### src/rtl/memory_pkg.sv
`default_nettype none
// ============================================================================
//  Module   : memory_pkg
//  Purpose  : Shared geometry constants and reader FSM state type for the
//             16x8 dual-read-port register memory, its reader and the
//             display/reporting logic.
//  Revision : 1.0 - initial release
// ============================================================================
package memory_pkg;

    localparam int DATA_W = 8;
    localparam int ADDR_W = 4;
    localparam int DEPTH  = 16;
    localparam int SUM_W  = DATA_W + ADDR_W;

    typedef enum logic [1:0] {
        IDLE = 2'd0,
        SCAN = 2'd1,
        DONE = 2'd2
    } reader_state_t;

endpackage : memory_pkg
`default_nettype wire

### src/rtl/memory_reader_pair_accumulator.sv
`default_nettype none
// ============================================================================
//  Module   : pair_accumulator
//  Purpose  : Running sum of two memory words per enabled cycle, with an
//             optional running unsigned maximum.
//  Options  : MEMORY_READER_MAX_EN adds the o_max_val output and its logic.
//  Revision : 1.0 - initial release
// ============================================================================
module pair_accumulator
    import memory_pkg::*;
#(
    parameter int DATA_W = memory_pkg::DATA_W,
    parameter int SUM_W  = memory_pkg::SUM_W
) (
    input  logic              clk,
    input  logic              reset_n,
    input  logic              i_clear,
    input  logic              i_enable,
    input  logic [DATA_W-1:0] i_data1,
    input  logic [DATA_W-1:0] i_data2,
`ifdef MEMORY_READER_MAX_EN
    output logic [DATA_W-1:0] o_max_val,
`endif
    output logic [SUM_W-1:0]  o_sum
);

    logic [SUM_W-1:0] r_sum;
    logic [SUM_W-1:0] w_pair_sum;

    // Both words are zero-extended before the add so the pair can never wrap.
    always_comb begin
        w_pair_sum = SUM_W'(i_data1) + SUM_W'(i_data2);
    end

    // Accumulator: clear wins over enable so a new scan always starts at zero.
    always_ff @(posedge clk or negedge reset_n) begin
        if (!reset_n) begin
            r_sum <= '0;
        end else if (i_clear) begin
            r_sum <= '0;
        end else if (i_enable) begin
            r_sum <= r_sum + w_pair_sum;
        end
    end

    assign o_sum = r_sum;

`ifdef MEMORY_READER_MAX_EN
    logic [DATA_W-1:0] r_max;
    logic [DATA_W-1:0] w_pair_max;

    // Larger of the two words presented this cycle, unsigned.
    always_comb begin
        w_pair_max = (i_data1 > i_data2) ? i_data1 : i_data2;
    end

    // Running maximum, restarted from zero with each accepted scan.
    always_ff @(posedge clk or negedge reset_n) begin
        if (!reset_n) begin
            r_max <= '0;
        end else if (i_clear) begin
            r_max <= '0;
        end else if (i_enable && (w_pair_max > r_max)) begin
            r_max <= w_pair_max;
        end
    end

    assign o_max_val = r_max;
`endif

endmodule : pair_accumulator
`default_nettype wire

### src/rtl/memory_reader.sv
`default_nettype none
// ============================================================================
//  Module   : memory_reader
//  Purpose  : Scans the dual-read-port memory two words per cycle on a start
//             pulse, accumulates the sum of all words and signals completion
//             with a one-cycle done pulse.
//  Options  : MEMORY_READER_MAX_EN adds the max_val output (running maximum).
//  Revision : 1.0 - initial release
// ============================================================================
module memory_reader
    import memory_pkg::*;
#(
    parameter int DATA_W = memory_pkg::DATA_W,
    parameter int ADDR_W = memory_pkg::ADDR_W,
    parameter int DEPTH  = memory_pkg::DEPTH
) (
    input  logic                     clk,
    input  logic                     reset_n,
    input  logic                     start,
    output logic [ADDR_W-1:0]        readAddress1,
    output logic [ADDR_W-1:0]        readAddress2,
    input  logic [DATA_W-1:0]        readData1,
    input  logic [DATA_W-1:0]        readData2,
    output logic                     busy,
    output logic                     done,
`ifdef MEMORY_READER_MAX_EN
    output logic [DATA_W-1:0]        max_val,
`endif
    output logic [DATA_W+ADDR_W-1:0] sum
);

    localparam int c_SUM_W  = DATA_W + ADDR_W;
    // The pair index only needs to count DEPTH/2 pairs; the address LSB
    // selects the even/odd word of the pair.
    localparam int c_PAIR_W = ADDR_W - 1;
    localparam logic [c_PAIR_W-1:0] c_LAST_PAIR = c_PAIR_W'(DEPTH / 2 - 1);

    reader_state_t       r_state;
    reader_state_t       w_state_next;
    logic [c_PAIR_W-1:0] r_pair_idx;
    logic [c_PAIR_W-1:0] w_pair_idx_next;
    logic                w_clear;
    logic                w_enable;

    // State and pair index registers.
    always_ff @(posedge clk or negedge reset_n) begin
        if (!reset_n) begin
            r_state    <= IDLE;
            r_pair_idx <= '0;
        end else begin
            r_state    <= w_state_next;
            r_pair_idx <= w_pair_idx_next;
        end
    end

    // Next-state, pair index sequencing and accumulator controls.
    always_comb begin
        w_state_next    = r_state;
        w_pair_idx_next = r_pair_idx;
        w_clear         = 1'b0;
        w_enable        = 1'b0;
        busy            = 1'b0;
        done            = 1'b0;
        case (r_state)
            IDLE: begin
                w_pair_idx_next = '0;
                if (start) begin
                    w_state_next = SCAN;
                    w_clear      = 1'b1;
                end
            end
            SCAN: begin
                busy     = 1'b1;
                w_enable = 1'b1;
                if (r_pair_idx == c_LAST_PAIR) begin
                    w_state_next    = DONE;
                    w_pair_idx_next = '0;
                end else begin
                    w_pair_idx_next = r_pair_idx + c_PAIR_W'(1);
                end
            end
            DONE: begin
                done            = 1'b1;
                w_state_next    = IDLE;
                w_pair_idx_next = '0;
            end
            default: begin
                w_state_next    = IDLE;
                w_pair_idx_next = '0;
            end
        endcase
    end

    // Addresses come straight from the registered pair index, so they read
    // (0,1) whenever the reader is not scanning.
    assign readAddress1 = {r_pair_idx, 1'b0};
    assign readAddress2 = {r_pair_idx, 1'b1};

    pair_accumulator #(
        .DATA_W (DATA_W),
        .SUM_W  (c_SUM_W)
    ) u_pair_accumulator (
        .clk       (clk),
        .reset_n   (reset_n),
        .i_clear   (w_clear),
        .i_enable  (w_enable),
        .i_data1   (readData1),
        .i_data2   (readData2),
`ifdef MEMORY_READER_MAX_EN
        .o_max_val (max_val),
`endif
        .o_sum     (sum)
    );

endmodule : memory_reader
`default_nettype wire

### config.mk
export PLATFORM = sky130hd
export DESIGN_NAME = memory_reader
export DESIGN_NICKNAME = d
export VERILOG_FILES = /design/src/rtl/memory_pkg.sv /design/src/rtl/memory_reader_pair_accumulator.sv /design/src/rtl/memory_reader.sv
export SDC_FILE = /design/constraint.sdc
export NUM_CORES = 1
export LEC_CHECK = 0
export CAP_MARGIN = 20
export CORE_MARGIN = 2
export CORE_UTILIZATION = 48
export CTS_CLUSTER_DIAMETER = 150
export CTS_CLUSTER_SIZE = 24
export DETAILED_ROUTE_END_ITERATION = 7
export HOLD_SLACK_MARGIN = 0.12
export PLACE_DENSITY_LB_ADDON = 0.2
export SLEW_MARGIN = 20
export SYNTH_ARGS = -nofsm -noshare
export SYNTH_HDL_FRONTEND = slang
export SYNTH_SLANG_ARGS = --single-unit
### constraint.sdc
create_clock -name clk -period 2.4 [get_ports clk]
set_input_delay 0.48 -clock clk [delete_from_list [all_inputs] [get_ports clk]]
set_output_delay 0.48 -clock clk [all_outputs]
set_load 0.005 [all_outputs]
# == Yosys cells after proc, flatten, opt, wreduce, memory -nomap -nowiden ==
# Index checks and enable logic that the tools add are counted.
# word_totals
reg_bits,17
out_inout_bits,22
elab_cells,25
# classes
addsub,3
n_eq_ne,5
muxes,11
n_reduce_logical,3
# ops
op,count
2-to-1 mux 12 bit,2
adder 12 bit,1
adder 8 x 8 -> 9 bit,1
2-to-1 mux 3 bit,2
2-to-1 mux 1 bit,4
2-to-1 mux 2 bit,2
"!= test 2 bit, second input constant",2
case mux 2 bit (2 select lines),1
"adder 3 x 1 -> 3 bit, second input constant",1
"equality test 3 bit, second input constant",1
"equality test 2 x 1 -> 1 bit, second input constant",1
"equality test 2 bit, second input constant",1
zero test 2 bit,1
AND reduction 2 bit,1
nonzero test 2 bit,1

# == Logic depth before layout (Yosys ltp) ==
# Gate-level depths: netlist of run 1.
# logic_depth
depth_word,4
ltp_mapped,14
ltp_nobuf,14

# == Cells and area by module ==
# Synthesis of run 1 repeated with hierarchy kept, for this count alone.
# unflattened
hier_cells,125
area_unflattened_um2,1357.6
# by_module_without_submodules
mod,n_inst,cells_per_inst,area_each_um2
pair_accumulator,1,101,1081.0
memory_reader,1,24,276.5

# == Least setup slack after synthesis of run 1 ==
# No wires, ideal clock.
# synth_path
path_type,input -> register
startpoint,input port readData1[0]
endpoint,"register u_pair_accumulator.r_sum[10], in the netlist u_pair_accumulator.o_sum[10]"
setup_time_ps,79
t_arrival_ps,2795
t_required_ps,2321
path_slack_ps,-475
stages,14
path_buffers,0
cell_sequence,ha_1 > inv_1 > fa_1 > nor2b_1 > o21ai_1 > a21boi_1 > nor3_1 > o21a_1 > ha_1 > a21oi_2 > a21boi_0 > a311oi_2 > o211ai_2 > mux2i_1
# synth_between
elab_chain_len,4
# synth_lines
item,line,source
from (decl),memory_reader.sv:22,"input logic [DATA_W-1:0] readData1,"
adder 8 x 8 -> 9 bit,memory_reader_pair_accumulator.sv:32,w_pair_sum = SUM_W'(i_data1) + SUM_W'(i_data2);
adder 12 bit,memory_reader_pair_accumulator.sv:42,r_sum <= r_sum + w_pair_sum;
2-to-1 mux 12 bit,memory_reader_pair_accumulator.sv:41,end else if (i_enable) begin
2-to-1 mux 12 bit,memory_reader_pair_accumulator.sv:39,end else if (i_clear) begin
to (signal assigned),memory_reader_pair_accumulator.sv:42,
to (decl),memory_reader_pair_accumulator.sv:27,logic [SUM_W-1:0] r_sum;
# No other way between the ends. The select of a mux whose other input is x is not followed.
# A chain may end at the register's enable or synchronous reset.

# == Worst setup path after layout of run 1 ==
# layout_path
startpoint,input port readData1[2]
endpoint,"register u_pair_accumulator.r_sum[9], in the netlist u_pair_accumulator.o_sum[9]"
# The elaborated chain is that of the path after synthesis.

==> PnR_summary.wiki, run 1 <==
{| class="wikitable"
! Metric !! Value
|-
| Fin. Hold Viols || 0
|-
| Most used flip-flop cell after synthesis || sky130_fd_sc_hd__dfrtp_1
|-
| Number of top-level pins || 41
|-
| Vias per cell || 5.776
|-
| Critical Path Source Type || primary input
|-
| Data required, critical path || 2.63 ns
|-
| Largest fanout on the critical path || 4
|-
| Floorplan row count || 20
|-
| Detailed placement HPWL || 2796 um
|-
| Final setup TNS || -1.282 ns
|-
| Maximum clock rate || 378.7 MHz
|-
| Leading area contributor after synthesis || sky130_fd_sc_hd__dfrtp_1
|-
| Global-route wire length before repair || 6327 um
|-
| TritonCTS clock tree || yes
|-
| Detailed-routing iteration count for the pre-antenna-repair pass || 4
|-
| Worst vdd rail ir drop || 0.7444 mV
|-
| Max-slew violation count || 0
|-
| Net Count, Synth || 201
|-
| GRT Util Overall || 23.69%
|-
| Crit share post-route || 110.0%
|-
| CTS Root Buffer Type || sky130_fd_sc_hd__clkbuf_4
|-
| Cell Area, Synth || 1460 um2
|-
| Area fraction of the dominant cell type after synthesis || 29.13%
|-
| # hold bufs at CTS || 0
|-
| Number of nets in the final layout || 269
|-
| Worst setup skew after layout || 0.004042 ns
|-
| Pin count of the biggest net entering global routing || 21
|-
| Synth-to-layout area growth || 67.87%
|-
| Routability congestion estimate || 0.8407
|-
| Number of DRC violations after detailed-routing iteration 0 || 50
|-
| GRT Residual Overflow || 0
|-
| Total number of H-tree levels || 1
|-
| Final period demand of the worst path || 2.640 ns
|-
| Final-report setup violation count || 7
|-
| Post-synth EDFFs || 0
|-
| Post-Route Hold Slack || 0.5209 ns
|-
| Cell variety after synth || 42
|-
| Diodes inserted || 0
|-
| Average cell area after synthesis || 9.183 um2
|-
| Count of port buffers added during placement || 38
|-
| Violations in the final reports || setup timing
|-
| Pwr per Cell Area || 1212 nW/um2
|-
| Count of synthesis-stage warnings from yosys || 0
|-
| Sum of routed wire length over all layers || 4610 um
|-
| CTS max path bufs || 2
|-
| Cells after synthesis || 159
|-
| Data arrival time of the worst path || 2.88 ns
|-
| Max-cap check violation count || 0
|-
| Min-Delay Path Class || flip-flop to flip-flop
|-
| Count leader, synth || sky130_fd_sc_hd__ha_1
|-
| Most area-consuming cells after synthesis || sky130_fd_sc_hd__dfrtp_1 29%, sky130_fd_sc_hd__ha_1 18%, sky130_fd_sc_hd__o21ai_0 3.8%
|-
| Leakage power || 0.001081 uW
|-
| Worst slack at placement || -1.043 ns
|-
| Clock insertion delay at the later pin of the skew report || 0.30 ns
|-
| Drc violations || 0
|-
| Category of the most critical setup path || primary input to flip-flop
|-
| Total power consumption of the routed design || 2972 uW
|-
| Vias post-DR || 1496
|-
| Sequential element share of the synthesized area || 29.13%
|-
| DRT antenna net count || 0
|-
| Run status || finished, violations left
|-
| Slew HR || 45.79%
|-
| Register-to-register setup slack || 0.32 ns
|-
| Commonest cells post-synth || 21 x sky130_fd_sc_hd__ha_1, 17 x sky130_fd_sc_hd__dfrtp_1, 12 x sky130_fd_sc_hd__nand2_1
|-
| Mean routed wirelength per cell || 17.80 um
|-
| DIE AREA || 3499 um2
|-
| Share of synthesized flip-flops with an asynchronous set or reset || 100.0%
|-
| Vertical die dimension || 59.16 um
|-
| Transition time at the pin with the least slew margin || 0.8106 ns
|-
| Flip-flop and latch count after synthesis || 17
|-
| TritonCTS buffer count || 3
|-
| Number of global-route vias before repair || 1516
|-
| Number of antenna violations at the first check in global routing || 0
|-
| Clock sinks || 17
|-
| Starting density of the core || 49.03%
|-
| RSZ-0062 raised after global routing || true
|-
| Crit path setup slack, layout || -0.2404 ns
|-
| Fraction of layout instances using a drive strength above 1 || 38.05%
|-
| Floorplan die width || 59.16 um
|-
| Crit. End Element || flip-flop
|-
| Clock-pin slew on the worst setup and hold paths || 0.12 ns
|-
| Placeable Area || 2978 um2
|}
area by class of cell:
cell class / instances / area [um2]
clock buffers: 3 / 22.52
clock inverters: 1 / 5.005
inverters: 10 / 37.54
well taps: 33 / 41.29
fillers: 176 / 526.8
repair buffers: 71 / 655.6
multi-input cells: 124 / 1264
flip-flops and latches: 17 / 425.4
power breakdown:
group          internal (uW)  switching [uW]  leakage, uW  total (uW)
clock network           62.2             108    0.0000177         170
logic                   1170            1050     0.000855        2220
registers                431             149     0.000208         580
logic make-up after synthesis:
logic type / share of synthesized area [%]
AOI/OAI and AO/OA: 22.19
and+or+nand+nor: 14.65
adders and majority gates: 20.74
buffers and inverters: 5.999
DFF: 29.13
xor gates and xnor gates: 5.399
other: 0.5143
muxes: 1.371
final timing paths:
| kind | from | endpoint | cells past startpoint |
|---|---|---|---|
| setup / recovery | readData1[2] | u_pair_accumulator.o_sum[9] | 15 |
| hold / removal | r_pair_idx[0] | r_pair_idx[0] | 1 |
| setup reg to reg | u_pair_accumulator.o_sum[0] | u_pair_accumulator.o_sum[10] | 8 |
| hold reg to reg | r_pair_idx[0] | r_pair_idx[0] | 1 |
| max in group asynchronous | reset_n | u_pair_accumulator.o_sum[7] | 1 |
| min in group asynchronous | reset_n | r_pair_idx[2] | 1 |
through the flow:
stage               instance area (um2)  cells  util, %
finish                             2451    259    82.31
global route                       2451    259    82.31
detailed placement                 2102    247    70.59
global placement                   2102    247    70.59
floorplan                          1543    159        -
CTS                                2300    257    77.23
critical path, cell delays in order:
cell,delay [ns]
sky130_fd_sc_hd__buf_6,0.10
sky130_fd_sc_hd__ha_4,0.23
sky130_fd_sc_hd__buf_6,0.11
sky130_fd_sc_hd__nor2b_2,0.14
sky130_fd_sc_hd__o21ai_2,0.19
sky130_fd_sc_hd__a21boi_4,0.09
sky130_fd_sc_hd__buf_6,0.13
sky130_fd_sc_hd__o32a_1,0.14
sky130_fd_sc_hd__o21a_1,0.13
sky130_fd_sc_hd__ha_4,0.32
sky130_fd_sc_hd__nand3_4,0.07
sky130_fd_sc_hd__nor3_4,0.26
sky130_fd_sc_hd__nor3_4,0.08
sky130_fd_sc_hd__a211oi_2,0.18
sky130_fd_sc_hd__mux2i_1,0.20
routing by layer:
| metal | GRT usage [%] | wire [um] | part of all wire [%] |
|---|---|---|---|
| met1 | 27.20 | 1766 | 38 |
| met4 | 10.39 | 165 | 3.6 |
| met3 | 2.402 | 181 | 3.9 |
| met2 | 43.97 | 2496 | 54 |
| met5 | 0 | 0 | 0 |
cells in the final DEF, fill, tap and decap left out, drive strengths merged, types with 2 or more instances in the layout:
| cell type | netlist | final |
|---|---|---|
| buf | 6 | 39 |
| o211ai | 2 | 2 |
| nor2 | 6 | 6 |
| ha | 21 | 21 |
| o21ai | 14 | 14 |
| nand2 | 12 | 12 |
| conb | 2 | 2 |
| inv | 10 | 10 |
| a21oi | 9 | 9 |
| and2 | 4 | 4 |
| fa | 2 | 2 |
| clkbuf | 2 | 3 |
| a21boi | 2 | 2 |
| dfrtp | 17 | 17 |
| clkdlybuf4s50 | 0 | 24 |
| o21bai | 2 | 2 |
| nor2b | 3 | 3 |
| dlygate4sd2 | 0 | 7 |
| nor3 | 4 | 4 |
| o31ai | 4 | 4 |
| xnor2 | 6 | 6 |
| a21o | 2 | 2 |
| a211oi | 5 | 5 |
| nand3 | 8 | 8 |
| mux2i | 2 | 2 |
| nand2b | 2 | 2 |
| xor2 | 3 | 3 |
registers in the layout, indices dropped and copies added (netlist names):
name,count
u_pair_accumulator.o_sum,12
r_pair_idx,3
r_state,2
what timing repair did:
action	CTS	global route
setup endpoints to repair	9	8
pin swaps	32	27
resized for setup	62	24
setup buffers	6	2
(Power assumes the default switching activity.)
==> run 2: changes to the inputs <==
- CORE_MARGIN: 2 -> not set
==> PnR_summary.wiki, run 2 (synthesized netlist as in run 1, its figures left out) <==
{| class="wikitable"
! Metric !! Value
|-
| Fraction of layout instances using a drive strength above 1 || 40.87% (+2.8 points)
|-
| TritonCTS clock tree || yes
|-
| GRT Util Overall || 24.19% (+0.51 points)
|-
| Crit path setup slack, layout || -0.3418 ns (-0.1014 ns)
|-
| Sum of routed wire length over all layers || 4491 um (-2.6%)
|-
| Detailed-routing iteration count for the pre-antenna-repair pass || 7 (+3)
|-
| Slew HR || 47.19% (+1.4 points)
|-
| Clock-pin slew on the worst setup and hold paths || 0.11 ns (about the same)
|-
| Number of global-route vias before repair || 1445 (-4.7%)
|-
| Leakage power || 0.001122 uW (+3.7%)
|-
| Largest fanout on the critical path || 2 (-2)
|-
| Total power consumption of the routed design || 3072 uW (+3.4%)
|-
| Crit. End Element || flip-flop
|-
| Number of antenna violations at the first check in global routing || 0 (unchanged)
|-
| Clock insertion delay at the later pin of the skew report || 0.30 ns (about the same)
|-
| CTS Root Buffer Type || sky130_fd_sc_hd__clkbuf_4
|-
| Total number of H-tree levels || 1 (unchanged)
|-
| Violations in the final reports || DRC, setup timing
|-
| Vias post-DR || 1496 (unchanged)
|-
| Final period demand of the worst path || 2.742 ns (+0.1014 ns)
|-
| Starting density of the core || 51.61% (+2.6 points)
|-
| Placeable Area || 2829 um2 (-5.0%)
|-
| Vertical die dimension || 57.16 um (-3.4%)
|-
| CTS max path bufs || 2 (unchanged)
|-
| Detailed placement HPWL || 2649 um (-5.3%)
|-
| Critical Path Source Type || primary input
|-
| Data required, critical path || 2.63 ns (about the same)
|-
| Crit share post-route || 114.2% (+4.2 points)
|-
| Global-route wire length before repair || 6154 um (-2.7%)
|-
| Worst setup skew after layout || 0.003816 ns (-0.0002263 ns)
|-
| TritonCTS buffer count || 3 (unchanged)
|-
| Pwr per Cell Area || 1226 nW/um2 (+1.1%)
|-
| Max-cap check violation count || 0 (unchanged)
|-
| Cell with the biggest individual delay on the critical path || sky130_fd_sc_hd__ha_1
|-
| Final-report setup violation count || 6 (-1)
|-
| Clock sinks || 17 (unchanged)
|-
| Data arrival time of the worst path || 2.97 ns (+0.09 ns)
|-
| RSZ-0062 raised after global routing || true
|-
| Worst vdd rail ir drop || 0.9771 mV (+31%)
|-
| Critical path cell sequence || buf_8 -> ha_4 -> a211oi_4 -> o21ai_2 -> a211oi_2 -> o21bai_1 -> xnor2_1 -> ha_1 -> a21oi_2 -> a21boi_4 -> a311oi_4 -> o211ai_2 -> mux2i_1
|-
| Fin. Hold Viols || 0 (unchanged)
|-
| Floorplan row count || 19 (-5.0%)
|-
| Drc violations || 4 (+4)
|-
| Worst slack at placement || -1.015 ns (+0.02868 ns)
|-
| Max stage delay on crit path || 0.31 ns (about the same)
|-
| GRT Residual Overflow || 0 (unchanged)
|-
| Floorplan die width || 57.16 um (-3.4%)
|-
| Run status || finished, violations left
|-
| DRT antenna net count || 0 (unchanged)
|-
| Flip-flop count of the largest register, all copies and words added || 12 (unchanged)
|-
| DIE AREA || 3267 um2 (-6.6%)
|-
| Transition time at the pin with the least slew margin || 0.7897 ns (-0.02089 ns)
|-
| Category of the most critical setup path || primary input to flip-flop
|-
| Number of DRC violations after detailed-routing iteration 0 || 160 (+220%)
|-
| Routability congestion estimate || 0.8075 (-3.9%)
|-
| Max-slew violation count || 0 (unchanged)
|-
| Most common library cell in the layout ignoring fill and taps || sky130_fd_sc_hd__buf_4
|-
| Number of top-level pins || 41 (unchanged)
|-
| Min-Delay Path Class || flip-flop to flip-flop
|-
| Top library cells by usage in the layout, fill and taps aside || 32 x sky130_fd_sc_hd__buf_4, 24 x sky130_fd_sc_hd__clkdlybuf4s50_1, 17 x sky130_fd_sc_hd__dfrtp_1
|-
| Maximum clock rate || 364.7 MHz (-3.7%)
|-
| Count of port buffers added during placement || 38 (unchanged)
|-
| Vias per cell || 5.732 (-0.77%)
|-
| Number of nets in the final layout || 273 (+1.5%)
|-
| Diodes inserted || 0 (unchanged)
|-
| Mean routed wirelength per cell || 17.21 um (-3.3%)
|-
| Synth-to-layout area growth || 71.55%
|-
| Pin count of the biggest net entering global routing || 21 (unchanged)
|}
run 2: timing repair:
action                                 CTS  global route
setup buffers                            6             6
pin swaps                               33            42
hold buffers                             0             0
endpoints found under the hold margin    0             0
cloned                                   0             0
resized for setup                       57            36
setup endpoints to repair                9             7
run 2: worst paths after layout:
path                                               from                      endpoint  slack [ns]  cells past startpoint
min reg2reg                u_pair_accumulator.o_sum[11]  u_pair_accumulator.o_sum[11]        0.50                      1
max                                        readData1[1]  u_pair_accumulator.o_sum[10]       -0.34                     13
min                        u_pair_accumulator.o_sum[11]  u_pair_accumulator.o_sum[11]        0.50                      1
max reg2reg                 u_pair_accumulator.o_sum[0]  u_pair_accumulator.o_sum[10]        0.43                      8
min in group asynchronous                       reset_n   u_pair_accumulator.o_sum[8]        0.62                      1
max in group asynchronous                       reset_n   u_pair_accumulator.o_sum[4]        1.28                      1
run 2: critical path: cells and delay by family:
kind	cells	cell delay (ns)
buf+inv	1	0.10
fa+ha+maj	2	0.55
mux	1	0.20
compound gates	8	1.37
xor+xnor	1	0.26
run 2: metrics by stage:
step                area [um2]  hold slack (ns)  utilization (%)  instances  setup TNS [ns]
floorplan                 1543           0.1844                -        159          -1.013
global placement          2115           0.4766            74.75        247          -6.988
detailed placement        2115           0.4908            74.75        247          -7.533
CTS                       2306           0.5009            81.51        257         -0.9739
global route              2505           0.5174            88.54        261          -2.027
finish                    2505           0.5023            88.54        261          -1.420
run 2: area by class of cell:
cell class	count	area (um2)
fill	117	324.1
timing repair buffer	75	679.4
clock inverter	1	5.005
inverter	10	40.04
multi-input combinational	124	1294
sequential	17	425.4
tap	31	38.79
clock buffer	3	22.52
run 2: report_power, final:
part | switching [uW] | internal (uW)
clock network | 101 | 62.2
logic | 1080 | 1250
registers | 149 | 431
run 2: metal layers:
layer / global-route usage [%] / vias to the layer above / routed length [um]
li1: - / 708 / -
met1: 29.46 / 726 / 1753
met2: 44.71 / 58 / 2503
met3: 4.308 / 4 / 212
met4: 4.878 / 0 / 22
met5: 0 / - / 0
==> run 3: changes to the inputs <==
- ABC_AREA: not set -> 1
- CORE_UTILIZATION: 48 -> 49
==> PnR_summary.wiki, run 3 <==
{| class="wikitable"
! Metric !! Value
|-
| Total internal power || 1599 uW (-8.4%)
|-
| Clock-pin slew on the worst setup and hold paths || 0.10 ns (about the same)
|-
| Worst setup skew after layout || 0.001794 ns (-0.002022 ns)
|-
| Critical path cell sequence || clkbuf_2 -> ha_4 -> inv_2 -> fa_2 -> buf_4 -> xnor2_1 -> ha_1 -> inv_2 -> o21ai_4 -> nand4_1 -> nand2_1 -> nand2_1 -> nand3_1 -> nand2_1
|-
| Crit share post-route || 97.72% (-17 points)
|-
| Count of port buffers added during placement || 38 (unchanged)
|-
| Clock sinks || 17 (unchanged)
|-
| Number of global-route vias before repair || 1600 (+11%)
|-
| Pwr per Cell Area || 1195 nW/um2 (-2.6%)
|-
| Commonest cells post-synth || 63 x sky130_fd_sc_hd__nand2_1, 32 x sky130_fd_sc_hd__inv_1, 21 x sky130_fd_sc_hd__ha_1
|-
| Cell variety after synth || 34 (-19%)
|-
| Min-Delay Path Class || flip-flop to flip-flop
|-
| Number of antenna violations at the first check in global routing || 0 (unchanged)
|-
| Final period demand of the worst path || 2.345 ns (-0.3965 ns)
|-
| Worst vdd rail ir drop || 0.8829 mV (-9.6%)
|-
| Mean routed wirelength per cell || 13.54 um (-21%)
|-
| Leading area contributor after synthesis || sky130_fd_sc_hd__dfrtp_1
|-
| Vertical die dimension || 59.44 um (+4.0%)
|-
| Sw power || 1362 uW (+2.7%)
|-
| Maximum clock rate || 426.4 MHz (+17%)
|-
| Total number of H-tree levels || 1 (unchanged)
|-
| Data required, critical path || 2.59 ns (-0.04 ns)
|-
| Most common library cell in the layout ignoring fill and taps || sky130_fd_sc_hd__nand2_1
|-
| CTS max path bufs || 2 (unchanged)
|-
| Crit path setup slack, layout || 0.05470 ns (+0.3965 ns)
|-
| Number of top-level pins || 41 (unchanged)
|-
| Vias post-DR || 1715 (+15%)
|-
| Most area-consuming cells after synthesis || sky130_fd_sc_hd__dfrtp_1 26%, sky130_fd_sc_hd__ha_1 16%, sky130_fd_sc_hd__nand2_1 15%
|-
| TritonCTS clock tree || yes
|-
| Filler cell count in the final layout || 213 (+82%)
|-
| Flip-flop and latch count after synthesis || 17 (unchanged)
|-
| Cell with the biggest individual delay on the critical path || sky130_fd_sc_hd__ha_1
|-
| Average cell area after synthesis || 7.185 um2 (-22%)
|-
| Net Count, Synth || 267 (+33%)
|-
| DRT antenna net count || 0 (unchanged)
|-
| Most used flip-flop cell after synthesis || sky130_fd_sc_hd__dfrtp_1
|-
| Share of synthesized flip-flops with an asynchronous set or reset || 100.0% (unchanged)
|-
| GRT Residual Overflow || 0 (unchanged)
|-
| Util after Layout || 79.88% (-8.7 points)
|-
| Max stage delay on crit path || 0.35 ns (+0.04 ns)
|-
| Sum of routed wire length over all layers || 4509 um (+0.40%)
|-
| Max-slew violation count || 0 (unchanged)
|-
| Largest fanout on the critical path || 4 (+2)
|-
| GRT Util Overall || 26.05% (+1.9 points)
|-
| Fin. Hold Viols || 0 (unchanged)
|-
| Logic gate share of total power || 74.8% (-1.0 points)
|-
| Final-report setup violation count || 0 (-6)
|-
| Crit-path most repeated cell || sky130_fd_sc_hd__nand2_1
|-
| Floorplan die width || 59.44 um (+4.0%)
|-
| Category of the most critical setup path || primary input to flip-flop
|-
| Flip-flop count of the largest register, all copies and words added || 12 (unchanged)
|-
| Final instance count without filler cells || 333 (+28%)
|-
| Post-synth EDFFs || 0 (unchanged)
|-
| Fraction of layout instances using a drive strength above 1 || 32.53% (-8.3 points)
|-
| Clock insertion delay at the later pin of the skew report || 0.29 ns (about the same)
|-
| Drc violations || 0 (-4)
|-
| Placed cell count || 320 (+30%)
|-
| Detailed placement HPWL || 2893 um (+9.2%)
|-
| Area fraction of the dominant cell type after synthesis || 26.32% (-2.8 points)
|-
| DIE AREA || 3533 um2 (+8.1%)
|-
| Data arrival time of the worst path || 2.53 ns (-0.44 ns)
|-
| Vias per cell || 5.150 (-10%)
|-
| Reg power frac || 20.0% (+1.1 points)
|-
| Worst slack at placement || -0.6289 ns (+0.3856 ns)
|-
| Number of DRC violations after detailed-routing iteration 0 || 79 (-51%)
|-
| Run status || complete, no violations
|-
| Net switching fraction of the power || 46.00% (+2.8 points)
|-
| Sequential element share of the synthesized area || 26.32% (-2.8 points)
|-
| Total power consumption of the routed design || 2961 uW (-3.6%)
|-
| CTS Root Buffer Type || sky130_fd_sc_hd__clkbuf_4
|-
| Cells after synthesis || 225 (+42%)
|-
| Floorplan row count || 20 (+1)
|-
| Diodes inserted || 0 (unchanged)
|-
| TritonCTS buffer count || 3 (unchanged)
|-
| Starting density of the core || 52.10% (+0.48 points)
|-
| Count of synthesis-stage warnings from yosys || 0 (unchanged)
|-
| Max-cap check violation count || 0 (unchanged)
|-
| Global-route wire length before repair || 6865 um (+12%)
|-
| Clock share of power || 5.2% (about the same)
|-
| # hold bufs at CTS || 0 (unchanged)
|-
| Placeable Area || 3103 um2 (+9.7%)
|-
| Routability congestion estimate || 0.8101 (+0.32%)
|-
| Count leader, synth || sky130_fd_sc_hd__nand2_1
|-
| Detailed-routing iteration count for the pre-antenna-repair pass || 4 (-3)
|-
| Synth-to-layout area growth || 53.33%
|-
| Critical Path Source Type || primary input
|-
| Crit. End Element || flip-flop
|-
| Top library cells by usage in the layout, fill and taps aside || 51 x sky130_fd_sc_hd__nand2_1, 26 x sky130_fd_sc_hd__inv_1, 24 x sky130_fd_sc_hd__buf_4
|-
| Cell Area, Synth || 1617 um2 (+11%)
|-
| Pin count of the biggest net entering global routing || 18 (-14%)
|-
| Number of nets in the final layout || 332 (+22%)
|-
| Leakage power || 0.001239 uW (+10%)
|}
==> run 3: changes by cell type in the layout (fill, tap and decap cells not counted), moves of 4 or more <==
cell                       previous run  this run
sky130_fd_sc_hd__inv_2                1         8
sky130_fd_sc_hd__inv_1                8        26
sky130_fd_sc_hd__o21ai_2              4         0
sky130_fd_sc_hd__a21oi_2              3         7
sky130_fd_sc_hd__nor2_1               3        17
sky130_fd_sc_hd__nand2_2              0        14
sky130_fd_sc_hd__nand3_2              0         4
sky130_fd_sc_hd__nand2_1             11        51
sky130_fd_sc_hd__clkbuf_2             0         7
sky130_fd_sc_hd__nand3_1              7        11
sky130_fd_sc_hd__buf_6                8         4
sky130_fd_sc_hd__buf_4               32        24
==> run 3: what timing repair did <==
item	CTS	global route
buffers inserted	5	4
gates resized for setup	52	31
endpoints found under the setup margin	9	8
pin swaps	36	34
==> run 3: final cells by class <==
| type | instances | area [um2] | share of cell area [%] |
|---|---|---|---|
| multi-input cells | 167 | 1267 | 51.14 |
| repair buffers | 66 | 571.8 | 23.07 |
| flip-flops and latches | 17 | 425.4 | 17.16 |
| clock buffers | 3 | 22.52 | 0.9086 |
| clock inverters | 1 | 5.005 | 0.2019 |
| well taps | 44 | 55.05 | 2.221 |
| inverters | 35 | 131.4 | 5.300 |
==> run 3: worst paths after layout <==
path | cells past startpoint | slack, ns | from | endpoint
max | 14 | 0.05 | readData1[0] | u_pair_accumulator.o_sum[6]
min | 1 | 0.48 | u_pair_accumulator.o_sum[11] | u_pair_accumulator.o_sum[11]
max reg2reg | 9 | 0.42 | u_pair_accumulator.o_sum[0] | u_pair_accumulator.o_sum[6]
min reg2reg | 1 | 0.48 | u_pair_accumulator.o_sum[11] | u_pair_accumulator.o_sum[11]
max in group asynchronous | 2 | 1.71 | reset_n | u_pair_accumulator.o_sum[5]
min in group asynchronous | 2 | 0.50 | reset_n | u_pair_accumulator.o_sum[6]
==> run 3: cells by family (layout without fill, tap and decap cells) <==
| kind of cell | Yosys count | after routing | share of synthesized area, % |
|---|---|---|---|
| xor gates and xnor gates | 5 | 5 | 2.709 |
| DFF | 17 | 17 | 26.32 |
| other | 2 | 2 | 0.4646 |
| and+or+nand+nor | 110 | 110 | 29.88 |
| AOI/OAI and AO/OA | 27 | 27 | 10.76 |
| adders and majority gates | 23 | 23 | 18.73 |
| buffers and inverters | 41 | 105 | 11.15 |
==> run 3: worst max-delay path, delay by kind of cell <==
kind	cells	cell delay, ns
adders and majority gates	3	0.83
xor gates and xnor gates	1	0.13
AOI/OAI and AO/OA	1	0.20
buffers and inverters	4	0.36
and+or+nand+nor	5	0.54
==> run 3: metal layers <==
layer	wire (um)	track usage (%)	vias up
met5	0	0	-
met4	84	7.143	0
met3	193	5.677	10
met2	2343	46.55	53
met1	1888	31.19	805
li1	-	-	847
==> run 3: through the flow <==
| stage | area (um2) | TNS [ns] | hold WS [ns] |
|---|---|---|---|
| 3_5_place_dp | 2177 | -4.865 | 0.4619 |
| 2_1_floorplan | 1648 | 0 | 0.1844 |
| 6_report | 2479 | 0 | 0.4832 |
| 4_1_cts | 2396 | 0 | 0.4838 |
| 3_3_place_gp | 2177 | -4.457 | 0.4634 |
| 5_1_grt | 2479 | -0.03064 | 0.5101 |
==> run 3: power by group through the flow <==
| stage | clock network, uW | logic, uW | registers, uW |
|---|---|---|---|
| 2_1_floorplan | 0 | 1160 | 569 |
| 3_3_place_gp | 0 | 1760 | 576 |
| 3_5_place_dp | 0 | 1800 | 581 |
| 4_1_cts | 161 | 2040 | 584 |
| 5_1_grt | 173 | 2440 | 612 |
| 6_report | 155 | 2220 | 591 |
==> RTL change: new RTL, settings of run 1 <==
Re-encode `reader_state_t` (3 states) as one-hot, 3 bits wide.
--- a/src/rtl/memory_pkg.sv
+++ b/src/rtl/memory_pkg.sv
@@ -14,8 +14,8 @@
     localparam int SUM_W  = DATA_W + ADDR_W;
 
-    typedef enum logic [1:0] {
-        IDLE = 2'd0,
-        SCAN = 2'd1,
-        DONE = 2'd2
+    typedef enum logic [2:0] {
+        IDLE = 3'b001,
+        SCAN = 3'b010,
+        DONE = 3'b100
     } reader_state_t;
 
Function: same outputs for any inputs over 10 cycles, from zero or initial values and one cycle with reset_n low; not proved beyond that.
==> RTL change against run 1 <==
- the flow still finishes with violations (negative setup slack)
- clock power grew 16%
- final area decreased by 0.66%
- sequential cell count rose by 1
- core utilization shrank 1.9 points
- area after synthesis is 4.5% higher
- worst setup slack worse by 0.026 ns
- cell count up 9.7%
- routed wire length down 12%
- synthesized cell count rose by 4.4%
- maximum frequency decreased by 0.96%
- count of clock-buffer cells in the layout increased by 1
- power is 29% lower
==> RTL change: results (changes against run 1) <==
part of the power in combinational logic: 0.680 (-0.068)
multi-input combinational area share: 0.485 (-0.0310)
crit path max fanout: 3 (-1)
status: complete, but fails checks
Synth area leaders: dfrtp_1 (28%), ha_1 (17%), xor2_1 (4.0%), o21ai_0 (3.6%), nand2_1 (3.2%)
Slowest cell on crit path: fa_2
multiplexer share of the synthesized area: 0.0164 (+0.00268)
Signal buffers: 77 (+8.5%)
GRT met1 Usage: 0.274 (+0.00207)
Storage cell area: 452 sq um (+6.2%)
clock network area share: 0.0149 (+0.00367)
sw frac: 0.397 (-0.0442)
clk sinks: 18 (+1)
flop2flop setup slack: 0.35 ns (+0.03 ns)
via count: 1515 (+1.3%)
worst-margin pin slew: 0.558 ns (-0.253 ns)
count of cell types in the netlist: 43 (+2.4%)
GP Congestion: 0.844 (+0.37%)
first-pass GRT wire length: 6.52 mm (+3.1%)
internal power: 1.28 mW (-23%)
Hold WS: 0.491 ns (-0.0296 ns)
NonClk Buf Share: 0.277 (+0.00949)
Final setup viols: 6 (-1)
detailed-placement wirelength estimate: 2.87 mm (+2.8%)
vias in the first global route: 1545 (+1.9%)
Inst Count DP: 269 (+8.9%)
Post-Synth Adder-Cell Area: 0.198 (-0.00901)
area of the multi-input gates: 1180 sq um (-6.6%)
CP delay by family, top: adder cells
post-DR wirelength/cell: 14.3 microns (-20%)
post-synthesis sequential area ratio: 0.296 (+0.00456)
fillers: 195 (+11%)
Worst Setup Slack, final: -0.266 ns (-0.0255 ns)
dpl cell area: 2160 sq um (+2.6%)
failing checks: negative setup slack
-- RTL change: changes by cell type after synthesis, moves of 3 or more --
cell and delta:
nor3_1 +3, xor2_1 +4, a21o_1 +4, o31ai_1 -3, nor2_1 +4
-- RTL change: worst paths after layout --
| path | startpoint | cells after the start | to |
|---|---|---|---|
| max | readData2[0] | 16 | u_pair_accumulator.o_sum[8]$_DFFE_PN0P_ |
| min | reset_n | 2 | u_pair_accumulator.o_sum[8]$_DFFE_PN0P_ |
| max reg2reg | u_pair_accumulator.o_sum[0]$_DFFE_PN0P_ | 9 | u_pair_accumulator.o_sum[10]$_DFFE_PN0P_ |
| min reg2reg | r_pair_idx[0]$_DFF_PN0_ | 1 | r_pair_idx[0]$_DFF_PN0_ |
| max in group asynchronous | reset_n | 2 | r_state[0]$_DFFE_PN1P_ |
| min in group clk | r_pair_idx[0]$_DFF_PN0_ | 1 | r_pair_idx[0]$_DFF_PN0_ |
